===== src/rtl/tfr_value_reader.sv =====
// Requester side of a toggle req/ack value transfer: pulls one sample from a foreign clock
// domain on demand and presents it as a valid/ready beat, abandoning dead requests on timeout.
module tfr_value_reader #(
   parameter int W       = 32,
   parameter int NFF     = 2,
   parameter int TIMEOUT = 1023
) (
   input  logic         i_clk,
   input  logic         i_reset_n,
   input  logic         i_rd_valid,
   output logic         o_rd_ready,
   output logic         o_req,
   input  logic         i_ack,
   input  logic [W-1:0] i_remote_data,
   output logic         o_valid,
   input  logic         i_ready,
   output logic [W-1:0] o_data,
   output logic         o_timeout
);

   localparam int CW = (TIMEOUT > 0) ? $clog2(TIMEOUT + 1) : 1;
   localparam logic [CW-1:0] CNT_MAX  = {CW{1'b1}};
   localparam logic [CW-1:0] CNT_LAST = CW'((TIMEOUT > 0) ? (TIMEOUT - 1) : 0);

   localparam logic [1:0] S_IDLE = 2'd0;
   localparam logic [1:0] S_WAIT = 2'd1;
   localparam logic [1:0] S_OUT  = 2'd2;

   logic [NFF-1:0] r_ack_sync;
   logic [1:0]     r_state;
   logic           r_req;
   logic [CW-1:0]  r_cnt;
   logic           r_valid;
   logic [W-1:0]   r_data;
   logic           r_timeout;

   logic [1:0]     w_state_d;
   logic           w_req_d;
   logic [CW-1:0]  w_cnt_d;
   logic           w_valid_d;
   logic [W-1:0]   w_data_d;
   logic           w_timeout_d;
   logic           w_match;
   logic           w_rd_ready;

   // A mismatch after a timeout blocks new requests until the late ack is absorbed.
   assign w_match    = (r_ack_sync[NFF-1] == r_req);
   assign w_rd_ready = (r_state == S_IDLE) && w_match;

   always_comb begin
      w_state_d   = r_state;
      w_req_d     = r_req;
      w_cnt_d     = r_cnt;
      w_valid_d   = r_valid;
      w_data_d    = r_data;
      w_timeout_d = 1'b0;
      case (r_state)
         S_IDLE: begin
            if (i_rd_valid && w_rd_ready) begin
               w_req_d   = ~r_req;
               w_cnt_d   = '0;
               w_state_d = S_WAIT;
            end
         end
         S_WAIT: begin
            w_cnt_d = (r_cnt == CNT_MAX) ? r_cnt : r_cnt + 1'b1;
            // Ack wins over timeout when both land on the same edge.
            if (w_match) begin
               w_data_d  = i_remote_data;
               w_valid_d = 1'b1;
               w_state_d = S_OUT;
            end else if ((TIMEOUT != 0) && (r_cnt == CNT_LAST)) begin
               w_timeout_d = 1'b1;
               w_state_d   = S_IDLE;
            end
         end
         S_OUT: begin
            if (i_ready) begin
               w_valid_d = 1'b0;
               w_state_d = S_IDLE;
            end
         end
         default: begin
            w_state_d = S_IDLE;
         end
      endcase
   end

   always_ff @(posedge i_clk or negedge i_reset_n) begin
      if (!i_reset_n) begin
         r_ack_sync <= '0;
         r_state    <= S_IDLE;
         r_req      <= 1'b0;
         r_cnt      <= '0;
         r_valid    <= 1'b0;
         r_data     <= '0;
         r_timeout  <= 1'b0;
      end else begin
         r_ack_sync <= {r_ack_sync[NFF-2:0], i_ack};
         r_state    <= w_state_d;
         r_req      <= w_req_d;
         r_cnt      <= w_cnt_d;
         r_valid    <= w_valid_d;
         r_data     <= w_data_d;
         r_timeout  <= w_timeout_d;
      end
   end

   assign o_rd_ready = w_rd_ready;
   assign o_req      = r_req;
   assign o_valid    = r_valid;
   assign o_data     = r_data;
   assign o_timeout  = r_timeout;

endmodule


===== config.mk =====
export PLATFORM = sky130hd
export DESIGN_NAME = tfr_value_reader
export DESIGN_NICKNAME = d
export VERILOG_FILES = /design/src/rtl/tfr_value_reader.sv
export SDC_FILE = /design/constraint.sdc
export NUM_CORES = 1
export LEC_CHECK = 0
export ABC_AREA = 0
export BUFFER_PORTS_ARGS = -buffer_cell sky130_fd_sc_hd__buf_2
export CORE_UTILIZATION = 50
export DETAILED_ROUTE_END_ITERATION = 6
export GPL_TIMING_DRIVEN = 0
export HOLD_SLACK_MARGIN = 0.03
export MAX_ROUTING_LAYER = met4
export PLACE_DENSITY = 0.79
export SLEW_MARGIN = 30
export SYNTH_ARGS = -nofsm -noshare
export SYNTH_HDL_FRONTEND = slang
export SYNTH_SLANG_ARGS = --single-unit

===== constraint.sdc =====
create_clock -name i_clk -period 1.93 [get_ports i_clk]
set_input_delay 0 -clock i_clk [delete_from_list [all_inputs] [get_ports i_clk]]
set_output_delay 0 -clock i_clk [all_outputs]
set_load 0.005 [all_outputs]

Yosys cells after proc, flatten, opt, wreduce, memory -nomap -nowiden
Cells that the tools add are included. Widths: inputs -> output; s select.

Bits in registers: 49. Output and inout port bits: 36. Logic and storage cells: 43.

$add $sub $neg: 1. Eq/ne operators: 10. Mux-type cells: 14. Bitwise logic cells: 1. Reductions and logical operators: 10.

Operators by type and width (number): $eq 10x10->1 const B (2); $mux 10 (2); $pmux 10 s2 (1); $add 10x1->10 const B (1); $reduce_and 3->1 (3); $mux 2 (4); $ne 2x2->1 const B (3); $pmux 2 s3 (1); $mux 1 (5); $reduce_and 2->1 (2); $reduce_bool 2->1 (2); $ne 3x3->1 const B (1); $eq 2x1->1 const B (1); $eq 2x2->1 const B (1); $logic_and 1x1->1 (2); $logic_not 2->1 (1); $ne 2x1->1 const B (1); $pmux 1 s2 (1); $eq 1x1->1 (1); $not 1->1 (1).

Depth between registers and ports, before layout
Depth in word-level cells: 5. Mapped depth: 5. Gate-level depth less buffers: 5.

Least setup slack after synthesis
OpenSTA, ideal clock, no wires.

Path kind: reg-to-reg. Start: reg r_req (netlist: o_req). End: reg r_cnt[2]. Arrival time: 1416 ps. Slack: 379 ps. Cell stages (with the launch flop): 6. Buffers on the path: 1. Period minus slack after synthesis: 1551 ps. Cells stage by stage: dfrtp_1 -> xor2_2 -> or4b_4 -> buf_6 -> o211ai_2 -> o31ai_1.

Cells in the longest elaborated chain, start to end: 5.

RTL lines: from (decl) (RTL line 31) `logic r_req;`; from (signal assigned) (RTL line 101) `r_req <= w_req_d;`; $eq 1x1->1 (RTL line 47) `assign w_match = (r_ack_sync[NFF-1] == r_req);`; $logic_and 1x1->1 (RTL line 48) `assign w_rd_ready = (r_state == S_IDLE) && w_match;`; $logic_and 1x1->1 (RTL line 59) `if (i_rd_valid && w_rd_ready) begin`; $ne 2x1->1 (no line); $reduce_and 3->1 (no line); to (signal assigned) (RTL line 102) `r_cnt <= w_cnt_d;`; to (decl) (RTL line 32) `logic [CW-1:0] r_cnt;`.

No other way between the ends. A chain may end at the register's enable or synchronous reset.

Worst setup path in the final report
Start: reg r_state[1]. End: reg r_data[15] (netlist: o_data[15]).

Cells in the longest elaborated chain, start to end: 2.

RTL lines: from (decl) (RTL line 30) `logic [1:0] r_state;`; from (signal assigned) (RTL line 100) `r_state <= w_state_d;`; $eq 2x1->1 (RTL line 57) `case (r_state)`; $reduce_and 2->1 (no line); to (signal assigned) (RTL line 104) `r_data <= w_data_d;`; to (decl) (RTL line 34) `logic [W-1:0] r_data;`.

No other way between the ends.

==> summary.md <==
| Metric | Value |
|---|---|
| Mapped Nets | between 150 and 200 |
| Worst path required time | 2.12 ns |
| Leading area contributor after synthesis | dfrtp_1 |
| Worst EP arrival | around 1.9 ns |
| Bufs and invs on worst path | 2 |
| Total Wirelength | 5250 um |
| Placed inst area | 2590 um2 |
| ANT nets after route | 0 |
| Filler instances | 269 |
| Nets | 304 |
| Yosys cell types | 35 |
| Final setup viols | 0 |
| Crit path depth | 5 |
| Vias in the first global route | 1615 |
| #FFs+latches synth | 49 |
| Crit Path Max Fanout | 10 |
| Slew headroom | 61.2% |
| Slew Limit Fails | 0 |
| Synth Area per Inst | 14.3 um2 |
| Most frequent CP cell | buf_6 |
| Cells on worst reg2reg path | 5 |
| GRT Overall Usage | 24.6% |
| Critical Path Slowest Stage Cell | dfrtp_1 |
| First drt pass iteration count | 4 |
| Synth Warn # | 0 |
| Mapped cell area | around 2200 um2 |
| Asr flop ratio synth | 100% |
| Via density | 5.19 |
| Final min period | 1.72 ns |
| PD cells | roughly 1400 nW/um2 |
| Crit path launch | r_state[1]$_DFFE_PN0P_ |
| Port bufs | 72 |
| Worst R2R End | o_data[15]$_DFFE_PN0P_ |
| Setup ws final | 0.207 ns |
| Core box area | 4090 um2 |
| WHS | 0.202 ns |
| Starting Density | 53.0% |
| CTS clock-pin slew for the worst setup and hold paths | 0.09 ns |
| Clock sink total | 49 |
| Most common cell after layout, fill and taps aside | buf_2 |
| Critical path cell sequence | and2b_4, nor2b_1, buf_6, buf_6, mux2_4 |
| Worst R2R Setup Slack | 0.21 ns |
| Share of layout cells above drive strength 1 | 44.0% |
| Row cnt | 23 |
| Dpl cells | 273 |
| Die W | 67.8 um |
| Drt drc | 0 |
| EDFF count, synth | 0 |
| Die ar. | 4600 um2 |
| Die Ht | 67.8 um |
| CTS hold repair buffers | 35 |
| I/O pin cnt | 73 |
| Skew final | 0.0146 ns |
| Synth Flop Type | dfrtp_1 |
| Largest vdd supply drop | 0.000717 V |
| Min-delay src | i_rd_valid |
| Final design instance area without fill | 3030 um2 |
| Worst slack, placed | 0.232 ns |
| Per-cell routed wire length | 16.6 um |
| Register area share after synthesis | a little under three fifths |
| Peak Freq | 580 MHz |
| Initial antenna violation count | 0 |
| Layout overhead on the synthesized area | 39.8% |
| Critical Path Source Type | register |
| CTS tree | built |
| Num CTS Buffers | 5 |
| Fin cells | 316 |
| Routability congestion estimate | roughly 0.81 |
| DR vias | 1640 |
| Worst-Margin Slew | 0.582 ns |
| Total of max-cap violations | 0 |
| Crit. End Element | register |
| CTS resizes | 0 |
| P_leak | 1.49 nW |
| Postcts setup bufs | 0 |
| Power Total | 4.10 mW |
| Crit path largest cell delay | 0.46 ns |
| First-pass GRT wire length | approximately 7800 um |
| Final hold violations | 0 |
| CP endpoint | o_data[15]$_DFFE_PN0P_ |
| Post-Route Setup TNS | 0 ns |
| Status | completed |
| Worst path top cell family by delay | simple AND/OR/NAND/NOR gates |
| Period utilization | 89.3% |
| Area contributors post-synth | dfrtp_1 57%, mux2_4 20%, buf_6 2.6%, mux2_1 1.6%, nand3_1 1.4% |
| Most frequent cells in the layout | 71 x buf_2, 49 x dfrtp_1, 35 x dlygate4sd3_1, 29 x mux2_4, 7 x nor2_1 |
| Yosys top cell area share | a little under three fifths |
| Worst skew pair latency | 0.31 ns |
| Total grt overflow | 0 |
| Dpl hpwl | 2990 um |
| RSZ-0062 raised after global routing | no |
| Crit Path Category | register to register |
| CTS Root Cell | clkbuf_8 |
| # diodes | 0 |
| Maximum clock insertion buffer count | 2 |
| Largest net degree at the start of global routing | 50 |
| Initial DRC Count | 90 |
| Post-route core utilization | 74.1% |
| Cells after Synth | 151 |
| RR Startpoint | r_state[1]$_DFFE_PN0P_ |
| H-tree levels | 2 |
| HP Class | input pin to register |
## worst min-delay path by stage
| stage | end | slack (ns) | cells after the start |
|---|---|---|---|
| final | o_req$_DFFE_PN0P_ | 0.20 | 4 |
| after global routing | o_req$_DFFE_PN0P_ | 0.22 | 4 |
| after CTS | o_req$_DFFE_PN0P_ | 0.21 | 4 |
| after detailed placement | o_data[19]$_DFFE_PN0P_ | 0.05 | 1 |
| after global placement | r_ack_sync[0]$_DFF_PN0_ | 0.11 | 1 |
| after floorplan | o_data[0]$_DFFE_PN0P_ | -0.30 | 0 |
## sequential cells by signal (all words and copies together) (netlist names)
name        count
r_state         2
o_req           1
r_ack_sync      2
o_data         32
o_timeout       1
r_cnt          10
o_valid         1
## area by class of cell
| type | count | area (um2) | area share [%] |
|---|---|---|---|
| well taps | 50 | 62.6 | 2.07 |
| plain buffers | 6 | 60.1 | 1.98 |
| inverters | 3 | 11.3 | 0.372 |
| multi-input cells | 93 | 868 | 28.7 |
| flip-flops and latches | 49 | 1230 | 40.5 |
| clock inverters | 2 | 13.8 | 0.455 |
| clock buffers | 6 | 72.6 | 2.40 |
| repair buffers | 107 | 713 | 23.6 |
## synth_stat cells, types with 2 or more instances
cell / instances
nor2b_1: 2
o31ai_1: 2
nor2_1: 7
nand2_1: 6
nor4_1: 2
xor2_1: 2
mux2i_1: 2
a21oi_1: 5
o21ai_0: 3
mux2_4: 29
mux2_1: 3
inv_1: 3
nor3_1: 4
buf_6: 5
nand3_1: 6
ha_1: 2
and3_1: 2
dfrtp_1: 49
## report_power, final
| group | switching, mW | leakage [nW] | internal (mW) |
|---|---|---|---|
| clock | 0.343 | 0.0456 | 0.259 |
| sequential | 0.315 | 0.603 | 1.45 |
| combinational | 0.655 | 0.842 | 1.08 |
## per-layer routing
metal / GRT usage (%) / vias to the layer above / share of wire, %
li1: - / 760 / -
met1: 26.9 / 810 / 38
met2: 43.7 / 56 / 55
met3: 5.33 / 14 / 4.0
met4: 9.38 / 0 / 2.6
met5: - / - / 0
## kinds of logic (layout without fill, tap and decap cells)
logic type / after synthesis / count (layout) / synth area share, %
buffers and inverters: 9 / 124 / 3.29
AOI/OAI and AO/OA: 17 / 17 / 5.20
muxes: 34 / 34 / 22.6
xor gates and xnor gates: 4 / 4 / 1.96
DFF: 49 / 49 / 56.6
adders and majority gates: 2 / 2 / 1.16
and+or+nand+nor: 36 / 36 / 9.19
## worst min-delay path: cells and delay by family
| kind | cells | cell delay [ns] |
|---|---|---|
| xor+xnor | 1 | 0.06 |
| buf+inv | 2 | 0.21 |
| simple gates | 1 | 0.19 |
Note: power is estimated with default switching activity, not from simulation.
